**config.mk**
```make
export PLATFORM = sky130hd
export DESIGN_NAME = btf_montmul
export DESIGN_NICKNAME = d
export VERILOG_FILES = /design/src/rtl/ntt_pkg.sv /design/src/rtl/mont_word_red.sv /design/src/rtl/btf_montmul.sv
export SDC_FILE = /design/constraint.sdc
export NUM_CORES = 1
export LEC_CHECK = 0
export CAP_MARGIN = 20
export CORE_ASPECT_RATIO = 0.8
export CORE_UTILIZATION = 55
export CTS_CLUSTER_DIAMETER = 50
export DETAILED_ROUTE_END_ITERATION = 8
export GPL_TIMING_DRIVEN = 0
export PLACE_DENSITY = 0.83
export SETUP_SLACK_MARGIN = 0.15
export SLEW_MARGIN = 5
export SYNTH_ARGS = -nofsm -noshare
export SYNTH_HDL_FRONTEND = slang
export SYNTH_SLANG_ARGS = --single-unit
export TNS_END_PERCENT = 1
```
**constraint.sdc**
```tcl
create_clock -name clk -period 4.2 [get_ports clk]
set_clock_uncertainty 0.2 [all_clocks]
set_input_delay 0.63 -clock clk [delete_from_list [all_inputs] [get_ports clk]]
set_output_delay 0.63 -clock clk [all_outputs]
set_load 0.02 [all_outputs]
```
**src/rtl/ntt_pkg.sv**
```systemverilog
// Shared NTT helpers: reduction-stage count, multiplier latency, and the
// running-sum width at each Montgomery word-reduction stage.
package ntt_pkg;

    // Number of W-bit reduction digits needed to cover a LOGQ-bit modulus.
    function automatic int unsigned num_words(input int unsigned logq, input int unsigned w);
        return (logq + w - 1) / w;
    endfunction

    // Total latency of btf_montmul: input reg, product reg, L reductions, final subtract.
    function automatic int unsigned btf_montmul_lat(input int unsigned logq, input int unsigned w);
        return num_words(logq, w) + 3;
    endfunction

    // Width of the running sum entering reduction stage k (k = 0 is the raw product).
    // After k steps T < q^2/2^(k*w) + q, so the width shrinks by w per stage until
    // it bottoms out at logq+1 bits (T < 2q).
    function automatic int unsigned red_width(input int unsigned logq, input int unsigned w,
                                              input int unsigned k);
        int unsigned shrink;
        if (k == 0) return 2 * logq;
        shrink = k * w;
        if (shrink + logq >= 2 * logq) return logq + 1;
        return 2 * logq - shrink + 1;
    endfunction

endpackage

```
**src/rtl/mont_word_red.sv**
```systemverilog
// One registered Montgomery word-reduction step for moduli with q = 1 mod 2^W.
// Computes (T + m*q) >> W with m = -T mod 2^W, without any wide low-word adder.
module mont_word_red
    import ntt_pkg::*;
#(
    parameter int unsigned LOGQ      = 8,
    parameter int unsigned WORD_SIZE = 4,
    parameter int unsigned TIW       = 16,
    parameter int unsigned TOW       = 13
) (
    input  logic                      clk,
    input  logic                      rst,
    input  logic                      en,
    input  logic [LOGQ-WORD_SIZE-1:0] qh,
    input  logic [TIW-1:0]            t_in,
    output logic [TOW-1:0]            t_out
);

    logic [WORD_SIZE-1:0] t_lo;
    logic [WORD_SIZE-1:0] m;
    logic [LOGQ-1:0]      mq_hi;
    logic [TOW-1:0]       t_next;

    // m*q = (m*qh)<<W + m; the low word T_lo + m is either 0 (T_lo = 0) or
    // exactly 2^W, so after the shift it contributes only a carry of (T_lo != 0).
    always_comb begin
        t_lo   = t_in[WORD_SIZE-1:0];
        m      = -t_lo;
        mq_hi  = LOGQ'(m) * LOGQ'(qh);
        t_next = TOW'(t_in[TIW-1:WORD_SIZE]) + TOW'(mq_hi) + TOW'(t_lo != '0);
    end

    // Stage register: reset clears, en advances, otherwise hold.
    always_ff @(posedge clk) begin
        if (rst) begin
            t_out <= '0;
        end else if (en) begin
            t_out <= t_next;
        end
    end

endmodule

```
**src/rtl/btf_montmul.sv**
```systemverilog
// Pipelined Montgomery twiddle multiplier for the NTT butterfly:
// bw_o = b*w*R^-1 mod q, with a and valid delayed to match (latency L+3).
module btf_montmul
    import ntt_pkg::*;
#(
    parameter int unsigned     LOGQ      = 8,
    parameter logic [LOGQ-1:0] Q_VALUE   = '0,
    parameter int unsigned     WORD_SIZE = 4
) (
    input  logic                      clk,
    input  logic                      rst,
    input  logic                      en,
    input  logic [LOGQ-WORD_SIZE-1:0] qH,
    input  logic                      valid_i,
    input  logic [LOGQ-1:0]           a,
    input  logic [LOGQ-1:0]           b,
    input  logic [LOGQ-1:0]           w,
    output logic                      valid_o,
    output logic [LOGQ-1:0]           a_o,
    output logic [LOGQ-1:0]           bw_o
);

    localparam int unsigned L       = num_words(LOGQ, WORD_SIZE);
    localparam int unsigned QHW     = LOGQ - WORD_SIZE;
    localparam int unsigned TW0     = 2 * LOGQ;
    localparam bit          Q_CONST = (Q_VALUE != '0);

    logic [QHW-1:0]  qh_sel;
    logic [LOGQ-1:0] q_sel;

    logic [LOGQ-1:0] a_s0, b_s0, w_s0, a_s1;
    logic            v_s0, v_s1;
    logic [TW0-1:0]  t0;
    logic [LOGQ-1:0] a_d [L];
    logic            v_d [L];
    logic [LOGQ:0]   t_fin;
    logic [LOGQ-1:0] t_sub;
    logic [LOGQ-1:0] bw_next;

    // Modulus selection: compile-time constant, or runtime {qH, 0..01}.
    always_comb begin
        qh_sel = Q_CONST ? Q_VALUE[LOGQ-1:WORD_SIZE] : qH;
        q_sel  = Q_CONST ? Q_VALUE : {qH, WORD_SIZE'(1)};
    end

    // Input capture (S0) and full-width product (S1).
    always_ff @(posedge clk) begin
        if (rst) begin
            a_s0 <= '0;
            b_s0 <= '0;
            w_s0 <= '0;
            v_s0 <= 1'b0;
            a_s1 <= '0;
            v_s1 <= 1'b0;
            t0   <= '0;
        end else if (en) begin
            a_s0 <= a;
            b_s0 <= b;
            w_s0 <= w;
            v_s0 <= valid_i;
            a_s1 <= a_s0;
            v_s1 <= v_s0;
            t0   <= TW0'(b_s0) * TW0'(w_s0);
        end
    end

    // Delay a and valid alongside the L reduction stages.
    always_ff @(posedge clk) begin
        if (rst) begin
            for (int unsigned i = 0; i < L; i++) begin
                a_d[i] <= '0;
                v_d[i] <= 1'b0;
            end
        end else if (en) begin
            a_d[0] <= a_s1;
            v_d[0] <= v_s1;
            for (int unsigned i = 1; i < L; i++) begin
                a_d[i] <= a_d[i-1];
                v_d[i] <= v_d[i-1];
            end
        end
    end

    // Reduction chain; each stage's width is sized to the bound on T at that point.
    for (genvar k = 0; k < L; k++) begin : g_red
        localparam int unsigned TIW = red_width(LOGQ, WORD_SIZE, k);
        localparam int unsigned TOW = red_width(LOGQ, WORD_SIZE, k + 1);
        logic [TIW-1:0] t_in;
        logic [TOW-1:0] t_out;
        if (k == 0) begin : g_first
            assign t_in = t0;
        end else begin : g_next
            assign t_in = g_red[k-1].t_out;
        end
        mont_word_red #(
            .LOGQ      (LOGQ),
            .WORD_SIZE (WORD_SIZE),
            .TIW       (TIW),
            .TOW       (TOW)
        ) u_red (
            .clk   (clk),
            .rst   (rst),
            .en    (en),
            .qh    (qh_sel),
            .t_in  (t_in),
            .t_out (t_out)
        );
    end

    assign t_fin = g_red[L-1].t_out;

    // Final conditional subtraction; T < 2q so one subtract fully reduces.
    always_comb begin
        t_sub   = t_fin[LOGQ-1:0] - q_sel;
        bw_next = (t_fin >= {1'b0, q_sel}) ? t_sub : t_fin[LOGQ-1:0];
    end

    // Output stage (SF).
    always_ff @(posedge clk) begin
        if (rst) begin
            valid_o <= 1'b0;
            a_o     <= '0;
            bw_o    <= '0;
        end else if (en) begin
            valid_o <= v_d[L-1];
            a_o     <= a_d[L-1];
            bw_o    <= bw_next;
        end
    end

endmodule

```
[Yosys cells after proc, flatten, opt, wreduce, memory -nomap -nowiden]
Memory sizes are Yosys's and may differ from the RTL's. A register that Yosys moved wholly into a read port is not among the register bits.
Index checks and enable logic that the tools add are counted.
W data, S select, Z words.
Storage, ports and cells
  memory bits (writable): 18
  bits of input ports: 32
  output and inout port bits: 17
  bits in registers: 80
  memories kept: 2
Memories
  a_d: depth 2, width 8, read ports 2, clocked after Yosys merged registers in 1, wr ports 2, RTL line btf_montmul.sv:34  | logic [LOGQ-1:0] a_d [L];
  v_d: depth 2, width 1, read ports 2, clocked after Yosys merged registers in 1, wr ports 2, RTL line btf_montmul.sv:35  | logic v_d [L];
Operators by class
  reduce and logical (&&, ||, !) cells: 2
  add/sub/neg operators: 7
  magnitude comparators: 1
  multipliers: 3
  bitwise gates (word level): 4
  mux-type cells: 10
Operator list (number)
  $mux W8: 3
  $mul A4 B4 Y8: 2
  $mul A8 B8 Y16: 1
  $add A12 B8 Y13: 1
  $add A13 B1 Y13: 1
  $add A9 B1 Y9: 1
  $add A9 B8 Y9: 1
  $ge A9 B8 Y1: 1
  $neg A4 Y4: 2
  $reduce_bool A4 Y1: 2
  $sub A8 B8 Y8: 1
  $mux W1: 7
  $or A1 B1 Y1: 4

[Logic depth before layout (Yosys ltp)]
Gate-level depths: netlist (run 1).
  word-level depth: 4
  mapped depth: 16
  mapped depth without buffers: 16

[By module]
From an unflattened synthesis (run 1), not the netlist that was laid out.
Second synthesis, totals
  cell total of the unflattened synthesis: 875
  area, all modules: 8099.0 um2
Modules (own cells, without submodules)
  btf_montmul: sequential area each 1881.8 um2, area each 5461.5 um2, cells each 565, instances 1
  mont_word_red (g_red[0].u_red): sequential area each 260.2 um2, area each 1388.8 um2, cells each 163, instances 1
  mont_word_red (g_red[1].u_red): sequential area each 180.2 um2, area each 1248.7 um2, cells each 147, instances 1

[Worst setup path after synthesis (run 1)]
OpenSTA, ideal clock, no wires.
  path kind: register -> register
  start point: register w_s0[7]
  end point: register t0[11] (netlist: g_red[0].t_in[11])
  setup slack: -55 ps
  path buffers: 0
  stages on the path, launching flop included: 15
  library setup time: 122 ps
  arrival: 3933 ps
  clock period less this slack: 4255 ps
  required time: 3878 ps
  cell sequence: dfxtp_1 -> nand2_1 -> fa_1 -> fa_1 -> inv_1 -> fa_1 -> inv_1 -> fa_1 -> inv_1 -> ha_1 -> a21o_1 -> nand2_1 -> nand3_1 -> o311a_1 -> a221o_1
On the way
  word-level cells in the longest chain between the ends: 1
RTL lines
  start: declaration: RTL line btf_montmul.sv:31  | logic [LOGQ-1:0] a_s0, b_s0, w_s0, a_s1;
  start signal: assignment: RTL line btf_montmul.sv:59  | w_s0 <= w;
  $mul A8 B8 Y16: RTL line btf_montmul.sv:63  | t0 <= TW0'(b_s0) * TW0'(w_s0);
  end signal: assignment: RTL line btf_montmul.sv:63
  end: declaration: RTL line btf_montmul.sv:33  | logic [TW0-1:0] t0;
No other way between the ends.
A chain may end at the register's enable or synchronous reset.

[Worst setup path after layout (run 1)]
  start point: input qH[3]
  end point: register g_red[0].u_red.t_out[11]
On the way
  word-level cells in the longest chain between the ends: 3
RTL lines
  start: declaration: RTL line btf_montmul.sv:13  | input logic [LOGQ-WORD_SIZE-1:0] qH,
  $mul A4 B4 Y8: RTL line mont_word_red.sv:29  | mq_hi = LOGQ'(m) * LOGQ'(qh);
  $add A12 B8 Y13: RTL line mont_word_red.sv:30  | t_next = TOW'(t_in[TIW-1:WORD_SIZE]) + TOW'(mq_hi) + TOW'(t_lo != '0);
  $add A13 B1 Y13: RTL line mont_word_red.sv:30
  end signal: assignment: RTL line mont_word_red.sv:38  | t_out <= t_next;
  end: declaration: RTL line mont_word_red.sv:16  | output logic [TOW-1:0] t_out
No other way between the ends.

==> flow_results.xml, run 1 <==
<?xml version="1.0" encoding="UTF-8"?>
<metrics>
  <group name="run_status">
    <metric name="run_status" unit="">finished, final reports clean</metric>
  </group>
  <group name="cells_and_area">
    <metric name="ff_latch_area" unit="um2">2380</metric>
    <metric name="antennaDiodeCount" unit="">0</metric>
    <metric name="area.growth.synth_to_final" unit="%">20.8</metric>
    <metric name="multiInputGateArea" unit="um2">5470</metric>
    <metric name="drive_above_1_share" unit="">0.127</metric>
    <metric name="layout.filler_cells" unit="">1048</metric>
    <metric name="instances_no_fill" unit="">1154</metric>
    <metric name="finish.net_count" unit="">1132</metric>
  </group>
  <group name="worst_setup_path">
    <metric name="cp.arrival" unit="ns">4.13</metric>
    <metric name="r2r_slack" unit="ns">0.15</metric>
    <metric name="critical_path_sink_type" unit="">register</metric>
    <metric name="r2r-end" unit="">g_red[0].t_in[15]$_SDFFE_PP0P_</metric>
    <metric name="start_kind" unit="">input port</metric>
    <metric name="rr_worst_depth" unit="">16</metric>
    <metric name="beginning_of_the_worst_register_to_register_path" unit="">w_s0[2]$_SDFFE_PP0P_</metric>
    <metric name="worstPathMaxFanout" unit="">9</metric>
    <metric name="worst_setup_path_startpoint" unit="">qH[3]</metric>
    <metric name="criticalPathCategory" unit="">input port to register</metric>
    <metric name="timing.critical_path.required" unit="ns">4.27</metric>
    <metric name="worstSetupEndpoint" unit="">g_red[0].u_red.t_out[11]$_SDFFE_PP0P_</metric>
  </group>
  <group name="synthesis">
    <metric name="synth_seq_area_share" unit="">0.290</metric>
    <metric name="synth.ff_latch_count" unit="">107</metric>
    <metric name="post-synth-top-area-fraction" unit="">0.223</metric>
    <metric name="yosys_warnings" unit="">0</metric>
    <metric name="synth.top_cells.by_area" unit="">dfxtp_1 (22%), fa_1 (14%), ha_1 (12%)</metric>
    <metric name="syn-mean-instance-area" unit="um2">9.16</metric>
    <metric name="synthesis.area" unit="um2">8000</metric>
    <metric name="distinct_cell_type_count_after_synthesis" unit="">55</metric>
    <metric name="synth_top_cells_by_count" unit="">inv_1 (125), dfxtp_1 (89), and2_1 (88)</metric>
    <metric name="syn_nets" unit="">1041</metric>
    <metric name="synth_enable_flop_cells" unit="">18</metric>
    <metric name="syn_inst" unit="">874</metric>
    <metric name="synth.most_common_cell" unit="">inv_1</metric>
    <metric name="synth_ff_type" unit="">dfxtp_1</metric>
    <metric name="synth_top_cell_by_area" unit="">dfxtp_1</metric>
    <metric name="postSynth.asyncResetShare" unit="">0</metric>
  </group>
  <group name="power_and_ir_drop">
    <metric name="pwr_density_cell" unit="nW/um2">281</metric>
    <metric name="post-layout-total-power" unit="mW">2.71</metric>
    <metric name="leakage" unit="nW">4.55</metric>
    <metric name="ir_drop" unit="uV">366</metric>
  </group>
  <group name="sta">
    <metric name="final-max-slew-violation-count" unit="">0</metric>
    <metric name="setup_viol_count_final" unit="">0</metric>
    <metric name="layout_min_cycle_time" unit="ns">4.06</metric>
    <metric name="rsz0062_at_grt" unit="">yes</metric>
    <metric name="max_freq" unit="MHz">246</metric>
    <metric name="share_of_the_cycle_needed_by_the_critical_path_after_routing" unit="">0.968</metric>
    <metric name="timing.final.hold_violations" unit="">0</metric>
    <metric name="max_slew_margin" unit="">0.377</metric>
    <metric name="worst_tran_pin_value" unit="ns">0.934</metric>
  </group>
  <group name="place">
    <metric name="gp_congestion" unit="">0.829</metric>
    <metric name="port-buffer-count" unit="">48</metric>
    <metric name="count_of_placed_standard_cells_including_taps" unit="">1106</metric>
    <metric name="detailed_place_hpwl" unit="um">13500</metric>
  </group>
  <group name="global_route">
    <metric name="met1_usage" unit="">0.363</metric>
    <metric name="grt_max_degree" unit="">22</metric>
    <metric name="gr-usage-met3" unit="">0.0692</metric>
    <metric name="grt_busiest_layer" unit="">met2</metric>
    <metric name="grt_usage" unit="">0.279</metric>
    <metric name="first_pass_grt_wire_length" unit="um">32000</metric>
    <metric name="initial_antenna_violation_count" unit="">0</metric>
    <metric name="globalRoute.totalOverflow" unit="">0</metric>
    <metric name="number_of_global_route_vias_before_repair" unit="">6655</metric>
    <metric name="gr-usage-met2" unit="">0.450</metric>
  </group>
  <group name="clock_network">
    <metric name="htreeDepth" unit="">3</metric>
    <metric name="clock_transition_at_the_registers_of_the_reported_paths" unit="ns">0.08</metric>
    <metric name="post_cts_hold_buffers" unit="">0</metric>
    <metric name="clock_latency" unit="ns">0.37</metric>
    <metric name="cts_root_buf" unit="">clkbuf_16</metric>
    <metric name="tritoncts" unit="">done</metric>
    <metric name="cts.sink_count" unit="">107</metric>
    <metric name="cts_inserted_buffers" unit="">9</metric>
    <metric name="clock_tree.buffer_depth" unit="">2</metric>
  </group>
  <group name="die">
    <metric name="die_height" unit="um">110</metric>
    <metric name="start_util" unit="">0.562</metric>
    <metric name="x_dimension_of_the_die" unit="um">137</metric>
    <metric name="boundaryPins" unit="">49</metric>
    <metric name="rows" unit="">39</metric>
    <metric name="die_area" unit="um2">15000</metric>
    <metric name="core-area" unit="um2">14200</metric>
  </group>
  <group name="run">
    <metric name="maxCapViolCount" unit="">0</metric>
  </group>
  <group name="drt">
    <metric name="detailedRoute.firstPassIterationCount" unit="">7</metric>
    <metric name="routed_via_density" unit="">5.63</metric>
    <metric name="initial_drc_count" unit="">478</metric>
    <metric name="route.antenna.remaining_nets" unit="">0</metric>
    <metric name="drt-wirelength-per-cell" unit="um">16.9</metric>
    <metric name="drc" unit="">0</metric>
    <metric name="vias" unit="">6498</metric>
    <metric name="drt_wl_total" unit="um">19500</metric>
  </group>
  <group name="worst_hold_path">
    <metric name="worst_hold_path_type" unit="">register to register</metric>
  </group>
</metrics>
==> worst min-delay path by stage <==
stage	endpoint	depth (start not counted)	slack, ns	start
floorplan	g_red[0].t_in[12]$_SDFFE_PP0P_	2	0.23	g_red[0].t_in[12]$_SDFFE_PP0P_
global placement	bw_o[3]$_SDFFE_PP0P_	2	0.24	bw_o[3]$_SDFFE_PP0P_
CTS	bw_o[5]$_SDFFE_PP0P_	2	0.26	bw_o[5]$_SDFFE_PP0P_
detailed placement	bw_o[5]$_SDFFE_PP0P_	2	0.25	bw_o[5]$_SDFFE_PP0P_
finish	bw_o[3]$_SDFFE_PP0P_	2	0.26	bw_o[3]$_SDFFE_PP0P_
global route	a_o[3]$_SDFFE_PP0P_	2	0.30	a_d[1][3]$_SDFFCE_PN0P_
==> where the power goes <==
group / internal (mW) / switching, mW
Clock: 0.478 / 0.441
Combinational: 0.297 / 0.348
Sequential: 1.10 / 0.0523
Total: 1.87 / 0.841
==> critical path, stage by stage <==
cell           delay (ns)
dlygate4sd2_1        0.43
nand2_1              0.14
fa_1                 0.52
fa_1                 0.53
fa_1                 0.52
inv_1                0.06
ha_4                 0.25
nor2b_2              0.17
o2111ai_2            0.22
nand3_2              0.14
a41o_1               0.26
a311oi_1             0.25
==> sequential cells by signal (all words and copies together), names as in the netlist, 8 cells and up <==
name               cells
a_d                   16
a_s0                   8
w_s0                   8
b_s0                   8
a_s1                   8
g_red.t_in            16
a_o                    8
g_red.u_red.t_out     22
bw_o                   8
==> per-layer routing <==
layer,vias to the layer above,part of all wire
met1,3128,0.44
met3,53,0.075
li1,3077,-
met5,-,0
met4,0,0.029
met2,240,0.45
==> cell usage in the layout, fill, tap and decap left out, drive strengths merged, types with 24 or more instances in the layout <==
cell,Yosys,layout
inv,125,129
dfxtp,89,89
and2,88,88
nor2,81,81
ha,79,79
mux2i,59,59
fa,56,56
nand2,50,50
clkdlybuf4s50,0,45
buf,7,39
clkbuf,17,26
o21ai,24,24
==> final cells by class <==
cell class | instances | area share
inverters | 126 | 0.0489
well taps | 184 | 0.0238
clock inverters | 7 | 0.00919
repair buffers | 80 | 0.0742
flip-flops and latches | 107 | 0.246
clock buffers | 9 | 0.0233
multi-input cells | 617 | 0.565
plain buffers | 24 | 0.00932
==> cells by family (layout without fill, tap and decap cells) <==
logic type      count (synthesis)  after routing  synth area share
compound gates                118            118             0.101
buf+inv                       150            246            0.0704
flops                         107            107             0.290
fa+ha+maj                     135            135             0.264
mux                            60             60            0.0757
simple gates                  285            285             0.179
xor+xnor                       19             19            0.0208
==> repair_timing <==
action                     CTS  global route
pin swaps                   32            22
resized for setup           74            19
setup endpoints to repair   21            19
setup buffers               30             2
==> per-stage QoR <==
step	instance area, um2	utilization	TNS [ns]	hold WS (ns)	setup slack (ns)
floorplan	8050	-	0	0.232	0.134
global placement	8760	0.615	-6.49	0.239	-0.657
detailed placement	8760	0.615	-7.16	0.247	-0.686
CTS	9560	0.671	0	0.265	0.134
global route	9670	0.678	0	0.303	0.00798
finish	9670	0.678	0	0.259	0.135
Power figures use the tool's default switching activity.
==> run 2: changes to the inputs <==
--- a/config.mk
+++ b/config.mk
@@ -9,9 +9,11 @@
 export CORE_ASPECT_RATIO = 0.8
 export CORE_UTILIZATION = 55
 export CTS_CLUSTER_DIAMETER = 50
+export CTS_CLUSTER_SIZE = 25
 export DETAILED_ROUTE_END_ITERATION = 8
 export GPL_TIMING_DRIVEN = 0
 export PLACE_DENSITY = 0.83
+export RECOVER_POWER = 25
 export SETUP_SLACK_MARGIN = 0.15
 export SLEW_MARGIN = 5
 export SYNTH_ARGS = -nofsm -noshare
==> run 2 against run 1 <==
Net effect: utilization stayed put; total power is 0.40% lower; sequential power hardly changed; clock power is 0.7% lower; final cell count stayed put; worst setup slack better by 0.0016 ns; first-iteration DRC count is 2.3% higher; flip-flop and latch count stayed put; critical path depth stayed put; non-clock buffer count stayed put.
==> flow_results.xml, run 2 (synthesized netlist as in run 1, its figures left out) <==
<?xml version="1.0" encoding="UTF-8"?>
<metrics>
  <group name="run_status">
    <metric name="run_status" unit="">finished, final reports clean</metric>
  </group>
  <group name="worst_hold_path">
    <metric name="worstHoldPathCells" unit="">2</metric>
    <metric name="worst_hold_path_type" unit="">register to register</metric>
    <metric name="min_delay_worst_endpoint" unit="">bw_o[3]$_SDFFE_PP0P_</metric>
    <metric name="timing.hold.worst.start" unit="">bw_o[3]$_SDFFE_PP0P_</metric>
  </group>
  <group name="power_and_ir_drop">
    <metric name="leakage" unit="nW">4.59</metric>
    <metric name="ir_drop" unit="uV">367</metric>
    <metric name="pwr_density_cell" unit="nW/um2">280</metric>
  </group>
  <group name="sta">
    <metric name="final-max-slew-violation-count" unit="">0</metric>
    <metric name="share_of_the_cycle_needed_by_the_critical_path_after_routing" unit="">0.967</metric>
    <metric name="max_freq" unit="MHz">246</metric>
    <metric name="layout_min_cycle_time" unit="ns">4.06</metric>
    <metric name="rsz0062_at_grt" unit="">yes</metric>
    <metric name="setup_viol_count_final" unit="">0</metric>
    <metric name="timing.final.hold_violations" unit="">0</metric>
    <metric name="max_slew_margin" unit="">0.367</metric>
    <metric name="worst_tran_pin_value" unit="ns">0.949</metric>
    <metric name="timing.final.ws_setup" unit="ns">0.137</metric>
  </group>
  <group name="cells_and_area">
    <metric name="drive_above_1_share" unit="">0.127</metric>
    <metric name="largest_register_ff_count" unit="">22</metric>
    <metric name="finish.net_count" unit="">1132</metric>
    <metric name="layout.filler_cells" unit="">1048</metric>
    <metric name="antennaDiodeCount" unit="">0</metric>
    <metric name="final_design_area_no_fill" unit="um2">9670</metric>
    <metric name="ff_latch_area" unit="um2">2380</metric>
    <metric name="area.growth.synth_to_final" unit="%">20.8</metric>
    <metric name="largest-register" unit="">g_red.u_red.t_out</metric>
    <metric name="multiInputGateArea" unit="um2">5470</metric>
    <metric name="layout.cells.most_common_list" unit="">inv_1 (123), nor2_1 (81), dfxtp_1 (72)</metric>
    <metric name="layout_commonest_cell" unit="">inv_1</metric>
  </group>
  <group name="global_route">
    <metric name="initial_antenna_violation_count" unit="">0</metric>
    <metric name="globalRoute.totalOverflow" unit="">0</metric>
    <metric name="first_pass_grt_wire_length" unit="um">32000</metric>
    <metric name="grt_usage" unit="">0.279</metric>
    <metric name="number_of_global_route_vias_before_repair" unit="">6655</metric>
    <metric name="grt_max_degree" unit="">22</metric>
  </group>
  <group name="worst_setup_path">
    <metric name="critical_path_sink_type" unit="">register</metric>
    <metric name="critical-path-top-delay-family" unit="">adder cells</metric>
    <metric name="cp.arrival" unit="ns">4.13</metric>
    <metric name="r2r_slack" unit="ns">0.15</metric>
    <metric name="criticalPathCategory" unit="">input port to register</metric>
    <metric name="start_kind" unit="">input port</metric>
    <metric name="timing.critical_path.buf_inv" unit="">2</metric>
    <metric name="worstPathMaxFanout" unit="">9</metric>
    <metric name="timing.critical_path.cells" unit="">dlygate4sd2_1 -&gt; nand2_1 -&gt; fa_1 -&gt; fa_1 -&gt; fa_1 -&gt; inv_1 -&gt; ha_4 -&gt; nor2b_2 -&gt; o2111ai_2 -&gt; nand3_2 -&gt; a41o_1 -&gt; a311oi_1</metric>
    <metric name="rr_worst_depth" unit="">14</metric>
    <metric name="critical_path_cell_count" unit="">12</metric>
    <metric name="r2r-end" unit="">g_red[0].t_in[11]$_SDFFE_PP0P_</metric>
    <metric name="critPathMaxStageDelay" unit="ns">0.53</metric>
    <metric name="slowest_stage" unit="">fa_1</metric>
    <metric name="timing.critical_path.mode_cell" unit="">fa_1</metric>
    <metric name="timing.critical_path.required" unit="ns">4.27</metric>
    <metric name="beginning_of_the_worst_register_to_register_path" unit="">b_s0[2]$_SDFFE_PP0P_</metric>
  </group>
  <group name="die">
    <metric name="x_dimension_of_the_die" unit="um">137</metric>
    <metric name="rows" unit="">39</metric>
    <metric name="start_util" unit="">0.562</metric>
    <metric name="boundaryPins" unit="">49</metric>
    <metric name="die_height" unit="um">110</metric>
    <metric name="die_area" unit="um2">15000</metric>
    <metric name="core-area" unit="um2">14200</metric>
  </group>
  <group name="place">
    <metric name="gp_congestion" unit="">0.829</metric>
    <metric name="dp_slack" unit="ns">-0.686</metric>
    <metric name="port-buffer-count" unit="">48</metric>
    <metric name="postPlaceCellArea" unit="um2">8760</metric>
    <metric name="detailed_place_hpwl" unit="um">13500</metric>
  </group>
  <group name="clock_network">
    <metric name="cts_inserted_buffers" unit="">9</metric>
    <metric name="clock_transition_at_the_registers_of_the_reported_paths" unit="ns">0.08</metric>
    <metric name="cts.sink_count" unit="">107</metric>
    <metric name="clock_latency" unit="ns">0.36</metric>
    <metric name="tritoncts" unit="">done</metric>
    <metric name="htreeDepth" unit="">3</metric>
    <metric name="cts_root_buf" unit="">clkbuf_16</metric>
    <metric name="clock_tree.buffer_depth" unit="">2</metric>
  </group>
  <group name="drt">
    <metric name="drt_wl_total" unit="um">19400</metric>
    <metric name="vias" unit="">6504</metric>
    <metric name="route.antenna.remaining_nets" unit="">0</metric>
    <metric name="detailedRoute.firstPassIterationCount" unit="">7</metric>
    <metric name="detail_route.wirelength.met1" unit="um">8580</metric>
    <metric name="initial_drc_count" unit="">489</metric>
    <metric name="total_met2_wirelength_after_detailed_routing" unit="um">8870</metric>
    <metric name="met3WireLength" unit="um">1460</metric>
    <metric name="drc" unit="">0</metric>
    <metric name="drt-wirelength-per-cell" unit="um">16.8</metric>
    <metric name="routed_via_density" unit="">5.64</metric>
    <metric name="top_layer" unit="">met4</metric>
  </group>
  <group name="run">
    <metric name="maxCapViolCount" unit="">0</metric>
  </group>
</metrics>
## run 2: cell types whose count changed in the layout (fill, tap and decap cells not counted)
cell             delta
dlygate4sd3_1      +18
and2_0             +12
and2_1             -12
clkdlybuf4s50_1    -18
## run 2: worst max path at each step
stage	slack [ns]	startpoint	end
floorplan	0.13	b_s0[2]$_SDFFE_PP0P_	g_red[0].t_in[11]$_SDFFE_PP0P_
global route	0.008	b_s0[2]$_SDFFE_PP0P_	g_red[0].t_in[11]$_SDFFE_PP0P_
finish	0.14	qH[3]	g_red[0].u_red.t_out[11]$_SDFFE_PP0P_
global placement	-0.66	qH[3]	g_red[1].u_red.t_out[8]$_SDFFE_PP0P_
CTS	0.13	b_s0[5]$_SDFFE_PP0P_	g_red[0].t_in[11]$_SDFFE_PP0P_
detailed placement	-0.69	qH[3]	g_red[1].u_red.t_out[8]$_SDFFE_PP0P_
## run 2: timing repair
action	CTS	global route
endpoints found under the setup margin	21	19
endpoints found under the hold margin	0	0
hold buffers	0	0
pin swaps	32	22
setup buffers	30	2
resized for setup	74	19
## run 2: report_power, final
group	leakage (nW)	total, mW	switching [mW]	internal [mW]
Sequential	0.938	1.15	0.0521	1.10
Combinational	3.50	0.640	0.347	0.293
Clock	0.155	0.913	0.435	0.478
Total	4.59	2.70	0.834	1.87
## run 2: final cells by class
class,instances,area share
clock buffer,9,0.0233
tap,184,0.0238
buffer,24,0.00932
multi-input combinational,617,0.565
sequential,107,0.246
clock inverter,7,0.00919
timing repair buffer,80,0.0742
inverter,126,0.0489
## run 2: worst min-delay path: stages (launching register included)
cell and delay, ns:
dfxtp_1 0.33, nand2_1 0.04, o21ai_0 0.06
## run 2: metrics by stage
step | util | std cells | hold WS, ns | TNS [ns] | power (mW)
after floorplan | - | 874 | 0.232 | 0 | 1.56
after global placement | 0.615 | 1106 | 0.239 | -6.49 | 1.71
after detailed placement | 0.615 | 1106 | 0.247 | -7.16 | 1.73
after CTS | 0.671 | 1152 | 0.265 | 0 | 2.69
after global routing | 0.678 | 1154 | 0.303 | 0 | 2.82
final | 0.678 | 1154 | 0.254 | 0 | 2.70
## run 2: metal layers
| layer | up-vias | track usage |
|---|---|---|
| met3 | 50 | 0.0692 |
| met5 | - | 0 |
| li1 | 3079 | - |
| met4 | 0 | 0.105 |
| met2 | 224 | 0.450 |
| met1 | 3151 | 0.363 |
